$ cat src/rtl/chan_mux_rr.sv
// N-channel registered mux with direct select and TDM scan modes.
// Define CHAN_MUX_RR_SKIP_EN to make scan mode work-conserving round-robin.
module chan_mux_rr #(
    parameter int N = 4,
    parameter int W = 8,
    localparam int SW = $clog2(N)
) (
    input  logic           clk,
    input  logic           rst_n,
    input  logic [N*W-1:0] in_data,
    input  logic [N-1:0]   in_valid,
    output logic [N-1:0]   in_ready,
    input  logic           mode,
    input  logic [SW-1:0]  sel,
    output logic [W-1:0]   out_data,
    output logic [SW-1:0]  out_chan,
    output logic           out_valid,
    input  logic           out_ready
);

    logic [W-1:0]  data_q, data_d;
    logic [SW-1:0] chan_q, chan_d;
    logic [SW-1:0] ptr_q, ptr_d;
    logic          valid_q, valid_d;

    logic          load_en;
    logic          xfer;
    logic [SW-1:0] cand;
    logic          cand_ok;
    logic [SW-1:0] pick;
    logic          pick_ok;
    logic [W-1:0]  pick_data;
    logic [SW-1:0] pick_nxt;
    logic [SW-1:0] ptr_nxt;

    assign load_en = !valid_q || out_ready;

`ifdef CHAN_MUX_RR_SKIP_EN
    // Descending search so the nearest valid channel from ptr wins.
    always_comb begin
        cand    = ptr_q;
        cand_ok = 1'b0;
        for (int k = N - 1; k >= 0; k--) begin
            if (in_valid[(int'(ptr_q) + k) % N]) begin
                cand    = SW'((int'(ptr_q) + k) % N);
                cand_ok = 1'b1;
            end
        end
    end
`else
    assign cand    = ptr_q;
    assign cand_ok = 1'b1;
`endif

    assign pick    = mode ? cand : sel;
    assign pick_ok = mode ? cand_ok : (int'(sel) < N);

    always_comb begin
        in_ready  = '0;
        pick_data = '0;
        for (int i = 0; i < N; i++) begin
            if (int'(pick) == i) begin
                in_ready[i] = rst_n && load_en && pick_ok;
                pick_data   = in_data[i*W +: W];
            end
        end
    end

    assign xfer = |(in_valid & in_ready);

    assign pick_nxt = (pick == SW'(N - 1)) ? '0 : pick + 1'b1;
    assign ptr_nxt  = (ptr_q == SW'(N - 1)) ? '0 : ptr_q + 1'b1;

    always_comb begin
        data_d  = data_q;
        chan_d  = chan_q;
        valid_d = valid_q;
        ptr_d   = ptr_q;
        if (load_en) begin
            valid_d = xfer;
            if (xfer) begin
                data_d = pick_data;
                chan_d = pick;
            end
`ifdef CHAN_MUX_RR_SKIP_EN
            if (mode && xfer) ptr_d = pick_nxt;
`else
            if (mode) ptr_d = ptr_nxt;
`endif
        end
    end

    always_ff @(posedge clk) begin
        if (!rst_n) begin
            data_q  <= '0;
            chan_q  <= '0;
            valid_q <= 1'b0;
            ptr_q   <= '0;
        end else begin
            data_q  <= data_d;
            chan_q  <= chan_d;
            valid_q <= valid_d;
            ptr_q   <= ptr_d;
        end
    end

    assign out_data  = data_q;
    assign out_chan  = chan_q;
    assign out_valid = valid_q;

endmodule

$ cat config.mk
export PLATFORM = sky130hd
export DESIGN_NAME = chan_mux_rr
export DESIGN_NICKNAME = d
export VERILOG_FILES = /design/src/rtl/chan_mux_rr.sv
export SDC_FILE = /design/constraint.sdc
export NUM_CORES = 1
export LEC_CHECK = 0
export BUFFER_PORTS_ARGS = -buffer_cell sky130_fd_sc_hd__buf_2
export CORE_MARGIN = 3
export CORE_UTILIZATION = 35
export CTS_CLUSTER_DIAMETER = 80
export DETAILED_ROUTE_END_ITERATION = 12
export PLACE_DENSITY_LB_ADDON = 0.05
export RECOVER_POWER = 100
export SLEW_MARGIN = 20
export SYNTH_ARGS = -nofsm -noshare
export SYNTH_HDL_FRONTEND = slang
export SYNTH_SLANG_ARGS = --single-unit
export TNS_END_PERCENT = 20
$ cat constraint.sdc
create_clock -name clk -period 5.6 [get_ports clk]
set_clock_uncertainty 0.2 [all_clocks]
set_input_delay 0.28 -clock clk [delete_from_list [all_inputs] [get_ports clk]]
set_output_delay 0.28 -clock clk [all_outputs]
set_load 0.05 [all_outputs]
# After elaboration in Yosys (flattened, before gate mapping)
# Cells that the tools add are included.
# W data, S select, Z words.
# word_totals
register_bits	13
latch_bits	0
ramBits	0
mem_bits_ro	0
in_bits	42
elab_cells	27
n_memories	0
# classes
n_addsub	1
multipliers	0
div_mod_pow	0
order_cmp	0
n_eq_ne	4
shift	0
mux	10
bitwise	1
n_reduce_logical	7
# ops
operator	n
$mux W8	4
$eq A2 B2 Y1 const B	3
$and A4 B4 Y4	1
$mux W1	4
$mux W2	2
$reduce_and A2 Y1	2
$reduce_or A4 Y1	1
$add A2 B1 Y2 const B	1
$eq A2 B1 Y1 const B	1
$logic_not A2 Y1	1
$logic_and A1 B1 Y1	1
$logic_not A1 Y1	1
$logic_or A1 B1 Y1	1

# Depth between registers and ports, before layout
# Gate-level depths: netlist of the first run.
# depth
word_depth	7
depth_mapped	6
depth_no_buf	5

# Worst setup path after synthesis of the first run
# Ideal clock, no wire load.
# synth_timing
path_kind	input to output
from	input mode
to	output in_ready[1]
arrival_ns	2.187
required_time_ns	5.120
setup_slack_ns	2.933
cell_stages	4
path_buffers	2
cell_sequence	mux2i_1 buf_2 clkbuf_1 nor3b_1
# synth_via
elab_chain_len	3
# synth_rtl
element	line_no	text
start, declared	13	input logic mode,
$mux W2	55	assign pick = mode ? cand : sel;
$eq A2 B2 Y1	62	if (int'(pick) == i) begin
$mux W1	62	
end, declared	12	output logic [N-1:0] in_ready,
# No other way between the ends.

# Worst setup path after layout of the first run
# layout_timing
from	register ptr_q[1], in the netlist cand[1]
to	register data_q[4], in the netlist out_data[4]
# layout_via
elab_chain_len	6
word_cells_on_any_way	16
# layout_rtl
element	line_no	text
start, declared	23	logic [SW-1:0] ptr_q, ptr_d;
start signal, assigned	103	ptr_q <= ptr_d;
$mux W2 (*)	55	
$eq A2 B2 Y1 (tied with other cells)	62	
$mux W1 or $mux W8 (tied branches)	62	
$and A4 B4 Y4 or $mux W8 (tied branches)	69, 62	
$reduce_or A4 Y1 or $mux W8 (tied branches)	69, 62	
$reduce_and A2 Y1 (no source line) or $mux W8 (tied branches)	-	
end signal, assigned	100	data_q <= data_d;
end, declared	21	logic [W-1:0] data_q, data_d;
# Mark *: on every way between the ends. The rest lies on a longest branch, timed or not.
# A chain may end at the register's enable or synchronous reset.

==> impl_metrics.py, run 1 <==
metrics = {
    "run_status": {
        "run_status": "complete, no violations",
    },
    "grt": {
        "first_global_vias": 804,
        "grt_pass1_wl_um": 3460,
        "grt_usage": 0.131,
        "overflow": 0,
        "antenna_found_initial": 0,
        "grt_max_degree": 31,
    },
    "finish": {
        "final_nets": 194,
        "syn2layout_area_growth_pct": 29.4,
        "final_core_util": 0.480,
        "post-route-cell-area_um2": 1200,
        "diodes": 0,
        "drive_above_1_share": 0.407,
        "instances_no_fill": 180,
    },
    "synth": {
        "synth_area_per_cell_um2": 9.67,
        "ys_top_cells_by_count": "dfxtp_1 (13), mux2i_1 (11), a21boi_2 (9), nand2_2 (9), nor2b_1 (9)",
        "ys.warnings.count": 0,
        "yosysUniqueCellTypes": 27,
        "synth-edff-count": 0,
        "synth_area_um2": 928,
        "mappedNetlistNets": 139,
        "ys_seq_area_frac": 0.280,
        "synthTopCellsByArea": "dfxtp_1 (28%), mux2i_1 (12%), a21boi_2 (11%)",
        "async_reset_ff_frac": 0,
        "ys.flop_type": "dfxtp_1",
        "synth.most_common_cell": "dfxtp_1",
        "ys_ff_latch": 13,
        "synth_top_cell_area_share": 0.280,
        "syn_inst": 96,
        "yosys.area.top_type": "dfxtp_1",
    },
    "critical_path": {
        "cp-end-kind": "flop",
        "path_max_fanout": 30,
        "arrival_ns": 2.94,
        "r2r_slack_ns": 2.66,
        "reg2reg_from": "cand[1]$_SDFFE_PN0P_",
        "reg2reg_to": "out_data[4]$_SDFFE_PN0P_",
        "critPathKind": "reg2reg",
        "worstPathRequired_ns": 5.60,
        "ff2ff_path_depth": 5,
        "crit_path_start_kind": "flop",
    },
    "clocking": {
        "cts_resized": 0,
        "htreeDepth": 1,
        "cts_tree": "done",
        "numCtsBuffers": 3,
        "clk_pin_slew_worst_paths_ns": 0.09,
        "postCtsSetupRepairBufs": 0,
        "cts_max_path_buffers": 2,
        "insertion_delay_ns": 0.28,
        "cts_hold_buf": 0,
        "cts_root_buf": "clkbuf_4",
        "cts_sinks": 13,
    },
    "power": {
        "power_density_nw_per_um2": 223,
        "leakage_uw": 0.000529,
        "ir_drop_v": 0.000120,
        "finalPower_uw": 267,
    },
    "route": {
        "post_drt_via_cell_ratio": 5.03,
        "drtIter0Drc": 11,
        "drtAntennaViolNets": 0,
        "dr.pass1.iters": 2,
        "drt-total-wl_um": 2140,
        "post_drt_wl_per_cell_um": 11.9,
        "post-route-drc-count": 0,
        "via_count": 905,
    },
    "sta": {
        "grt_setup_unrepaired": "no",
        "hold_violations": 0,
        "worstMarginPinSlew_ns": 0.949,
        "fin_crit_sh": 0.525,
        "max_freq_ghz": 0.340,
        "tns_ns": 0,
        "setup_viol": 0,
        "report.final.slew_viol_count": 0,
        "layout_min_cycle_time_ns": 2.94,
        "slew_headroom": 0.354,
    },
    "floorplanning": {
        "die_w_um": 57.5,
        "pin_count": 57,
        "rows": 18,
        "dieArea_um2": 3310,
        "coreArea_um2": 2500,
        "die_h_um": 57.5,
        "initial_core_util": 0.371,
    },
    "place": {
        "placed_cell_area_um2": 1220,
        "place_congestion": 0.629,
        "placed_cells_incl_taps": 176,
        "place_hpwl_um": 1580,
        "io_buffers": 56,
    },
    "hold_path": {
        "hold-path-cell-count": 3,
        "hp-class": "in2reg",
        "hp-start": "mode",
        "holdPathEnd": "cand[1]$_SDFFE_PN0P_",
    },
    "job": {
        "cap_violations": 0,
    },
}
==> final cells by class <==
| type | count | area (µm²) |
|---|---|---|
| fillers | 276 | 1300 |
| multi-input cells | 76 | 608 |
| repair buffers | 57 | 269 |
| flip-flops and latches | 13 | 260 |
| well taps | 30 | 37.5 |
| clock buffers | 4 | 26.3 |
==> cells by family after synthesis <==
| group | share of synthesized area |
|---|---|
| compound gates | 0.292 |
| simple gates | 0.212 |
| buf+inv | 0.0445 |
| fa+ha+maj | 0.0135 |
| flops | 0.280 |
| mux | 0.158 |
==> critical path, stage by stage, from the launching register on <==
cell and delay [ns]:
dfxtp_1 0.35, mux2i_4 0.73, mux4_2 0.36, nand3_1 0.61
a211o_1 0.46, a21boi_0 0.15
==> state kept, by name (all words and copies together) (netlist names) <==
signal     count
out_chan       2
cand           2
out_valid      1
out_data       8
==> routing by layer <==
layer,vias up,global-route usage,wire (µm)
li1,466,-,-
met1,409,0.170,981
met2,28,0.203,982
met3,2,0.0339,154
met4,0,0.0596,20
met5,-,0,0
==> where the power goes <==
part | switching [µW] | internal [µW]
Combinational | 64.4 | 37.8
Clock | 32.1 | 27.6
Sequential | 5.45 | 100
==> cell usage in the layout, fill, tap and decap left out, drive strengths merged <==
cell type / synthesis / routed
nor2b: 9 / 9
clkbuf: 3 / 19
nor3b: 2 / 2
o21bai: 1 / 1
o21ai: 1 / 1
a211oi: 8 / 8
nor2: 1 / 1
mux4: 1 / 1
nand2b: 1 / 1
a21boi: 12 / 12
nor3: 2 / 2
a21oi: 1 / 1
and4: 1 / 1
nand3: 2 / 2
buf: 4 / 42
mux2i: 12 / 12
nand2: 12 / 12
dfxtp: 13 / 13
a211o: 8 / 8
ha: 1 / 1
or2: 1 / 1
==> worst max path at each step <==
stage | from | end
after detailed placement | mode | out_data[6]$_SDFFE_PN0P_
after floorplan | mode | in_ready[1]
final | cand[1]$_SDFFE_PN0P_ | out_data[4]$_SDFFE_PN0P_
after global routing | cand[1]$_SDFFE_PN0P_ | out_data[2]$_SDFFE_PN0P_
after global placement | mode | out_data[2]$_SDFFE_PN0P_
after CTS | cand[1]$_SDFFE_PN0P_ | in_ready[0]
==> through the flow <==
stage	setup slack (ns)	hold WS, ns
2_1_floorplan	2.93	0.230
3_3_place_gp	3.04	0.245
3_5_place_dp	2.97	0.252
4_1_cts	3.14	0.134
5_1_grt	2.37	0.162
6_report	2.66	0.138
No activity file was read; power rests on OpenSTA's default activity.
==> run 2, diff against run 1 <==
Settings changed: ABC_AREA set to 1.
Clock period 5.6 ns to 2.4 ns, I/O delays scaled along.
==> run 2 against run 1 <==
Compared with the run above:
- sequential share of layout area down 2.6 points
- combinational power rose to 3.4 times the previous value
- total power rose to 2.7 times the previous value
- sequential cell count unchanged
==> impl_metrics.py, run 2 <==
metrics = {
    "power": {
        "clock_power_share": 0.187,
        "sw_frac_of_total": 0.444,
        "p_int_uw": 409,
        "power_density_nw_per_um2": 539,
        "pwr-share-comb": 0.467,
        "switchingPower_uw": 326,
        "leakage_uw": 0.000690,
        "p_seq_frac": 0.346,
        "ir_drop_v": 0.000153,
    },
    "sta": {
        "slew_headroom": 0.586,
        "fin_crit_sh": 0.905,
        "max_freq_ghz": 0.460,
        "worstMarginPinSlew_ns": 0.620,
        "layout_min_cycle_time_ns": 2.17,
        "grt_setup_unrepaired": "no",
        "tns_ns": 0,
        "setup_ws_ns": 0.227,
        "hold_violations": 0,
        "setup_viol": 0,
        "report.final.slew_viol_count": 0,
    },
    "place": {
        "place_congestion": 0.800,
        "io_buffers": 56,
        "place_hpwl_um": 2190,
        "pre_cts_ws_ns": 0.736,
    },
    "critical_path": {
        "arrival_ns": 2.15,
        "critPathMaxStageDelay_ns": 0.54,
        "crit_chain": "dlygate4sd3_1, buf_2, inv_1, nor2_4, nand4_1, nand2_1, nor2_2, nand2_2, nand2_1, nor2_2",
        "critPathKind": "in2reg",
        "worstPathRequired_ns": 2.38,
        "path_max_fanout": 11,
        "crit_path_start_kind": "input port",
        "r2r_slack_ns": 0.33,
        "cp-end-kind": "flop",
        "crit_path_top_delay_cell": "dlygate4sd3_1",
    },
    "synth": {
        "synth_area_per_cell_um2": 6.89,
        "synth.most_common_cell": "nand2_1",
        "synth_area_um2": 1070,
        "ys.flop_type": "dfxtp_1",
        "syn_inst": 155,
        "ys_ff_latch": 13,
        "synth_top_cell_area_share": 0.244,
        "mappedNetlistNets": 198,
        "synth-edff-count": 0,
        "ys_top_cells_by_count": "nand2_1 (37), nor2_1 (19), inv_1 (16)",
        "yosys.area.top_type": "dfxtp_1",
        "async_reset_ff_frac": 0,
        "yosysUniqueCellTypes": 25,
        "ys_seq_area_frac": 0.244,
        "synthTopCellsByArea": "dfxtp_1 (24%), nand2_1 (13%), nor2_1 (6.7%)",
        "ys.warnings.count": 0,
    },
    "clocking": {
        "insertion_delay_ns": 0.27,
        "clk_pin_slew_worst_paths_ns": 0.08,
        "numCtsBuffers": 3,
        "cts_max_path_buffers": 2,
        "cts_resized": 0,
        "cts_tree": "done",
        "cts_sinks": 13,
        "cts_root_buf": "clkbuf_4",
        "htreeDepth": 1,
    },
    "route": {
        "drtAntennaViolNets": 0,
        "drtIter0Drc": 48,
        "route.met2.wl_um": 1120,
        "dr.pass1.iters": 4,
        "wl_met1_um": 1370,
        "wl_met3_um": 222,
        "via_count": 1109,
        "post-route-drc-count": 0,
        "post_drt_via_cell_ratio": 4.51,
        "top_layer": "met4",
        "drt-total-wl_um": 2720,
        "post_drt_wl_per_cell_um": 11.0,
    },
    "grt": {
        "grt_usage": 0.149,
        "overflow": 0,
        "grt_max_degree": 12,
        "grt_pass1_wl_um": 4260,
        "antenna_found_initial": 0,
        "first_global_vias": 1015,
    },
    "finish": {
        "syn2layout_area_growth_pct": 27.6,
        "final_cell_mix": "buf_2 (41), nand2_1 (38), nor2_1 (19)",
        "drive_above_1_share": 0.377,
        "final_common_cell": "buf_2",
        "diodes": 0,
        "final_nets": 259,
        "largest_reg_flops": 8,
    },
    "floorplanning": {
        "dieArea_um2": 3750,
        "rows": 19,
        "pin_count": 57,
        "coreArea_um2": 2830,
        "initial_core_util": 0.378,
        "die_h_um": 61.3,
        "die_w_um": 61.3,
    },
    "run_status": {
        "run_status": "complete, no violations",
    },
    "hold_path": {
        "hp-class": "in2reg",
    },
    "job": {
        "cap_violations": 0,
    },
}
run 2: changes by cell type in the layout (fill, tap and decap cells not counted), moves of 5 or more:
cell / before / now
mux2i_1: 10 / 0
a211oi_1: 8 / 0
nor2_2: 0 / 12
nor2_1: 1 / 19
nand2_1: 3 / 38
nand4_1: 0 / 5
inv_1: 0 / 16
a211o_1: 8 / 0
a21boi_0: 6 / 0
nand3_1: 2 / 12
nor2b_1: 9 / 0
o21ai_0: 1 / 6
run 2: worst paths after layout:
kind / startpoint / to / cells after the start
setup / recovery: rst_n / out_data[7]$_SDFFE_PN0P_ / 10
hold / removal: in_data[30] / out_data[6]$_SDFFE_PN0P_ / 5
setup reg to reg: out_valid$_SDFFE_PN0N_ / out_data[7]$_SDFFE_PN0P_ / 9
hold reg to reg: out_data[0]$_SDFFE_PN0P_ / out_data[0]$_SDFFE_PN0P_ / 2
run 2: repair_timing:
item                                    CTS  global route
buffers inserted                          0             0
endpoints found under the hold margin    10             0
endpoints found under the setup margin    0             0
hold buffers                              3             0
run 2: stage by stage:
stage	util	hold slack [ns]	std cells	power (µW)	cell area, µm²
final	0.482	0.00704	246	735	1360
after global routing	0.482	0.00259	246	794	1360
after CTS	0.500	0.00507	246	758	1410
after detailed placement	0.480	0.266	239	616	1360
after global placement	0.480	0.263	239	615	1360
after floorplan	-	0.113	155	532	1070
run 2: kinds of logic (layout without fill, tap and decap cells):
group	count (synthesis)	count (layout)	share of synthesized area
simple gates	111	111	0.608
buf+inv	20	80	0.0878
flops	13	13	0.244
compound gates	10	10	0.0492
fa+ha+maj	1	1	0.0117
run 2: power groups by stage:
stage,combinational [µW],clock (µW),sequential (µW)
after floorplan,197,0,335
after global placement,356,0,258
after detailed placement,357,0,259
after CTS,362,142,254
after global routing,380,155,259
final,343,138,254
run 2: worst max-delay path, delay by kind of cell:
family                 cells  cell delay [ns]
buffers and inverters      3             0.92
AND/OR/NAND/NOR            7             1.11
run 2: routing by layer:
metal / track usage / vias to the layer above
met5: 0 / -
met4: 0.0464 / 0
met3: 0.0252 / 2
met2: 0.231 / 45
met1: 0.209 / 452
li1: - / 610
run 2: area by class of cell:
type	count	area [µm²]
Timing Repair Buffer	59	297
Sequential cell	13	260
Fill cell	307	1470
Clock buffer	4	26.3
Multi-Input combinational cell	122	678
Tap cell	31	38.8
Inverter	17	63.8
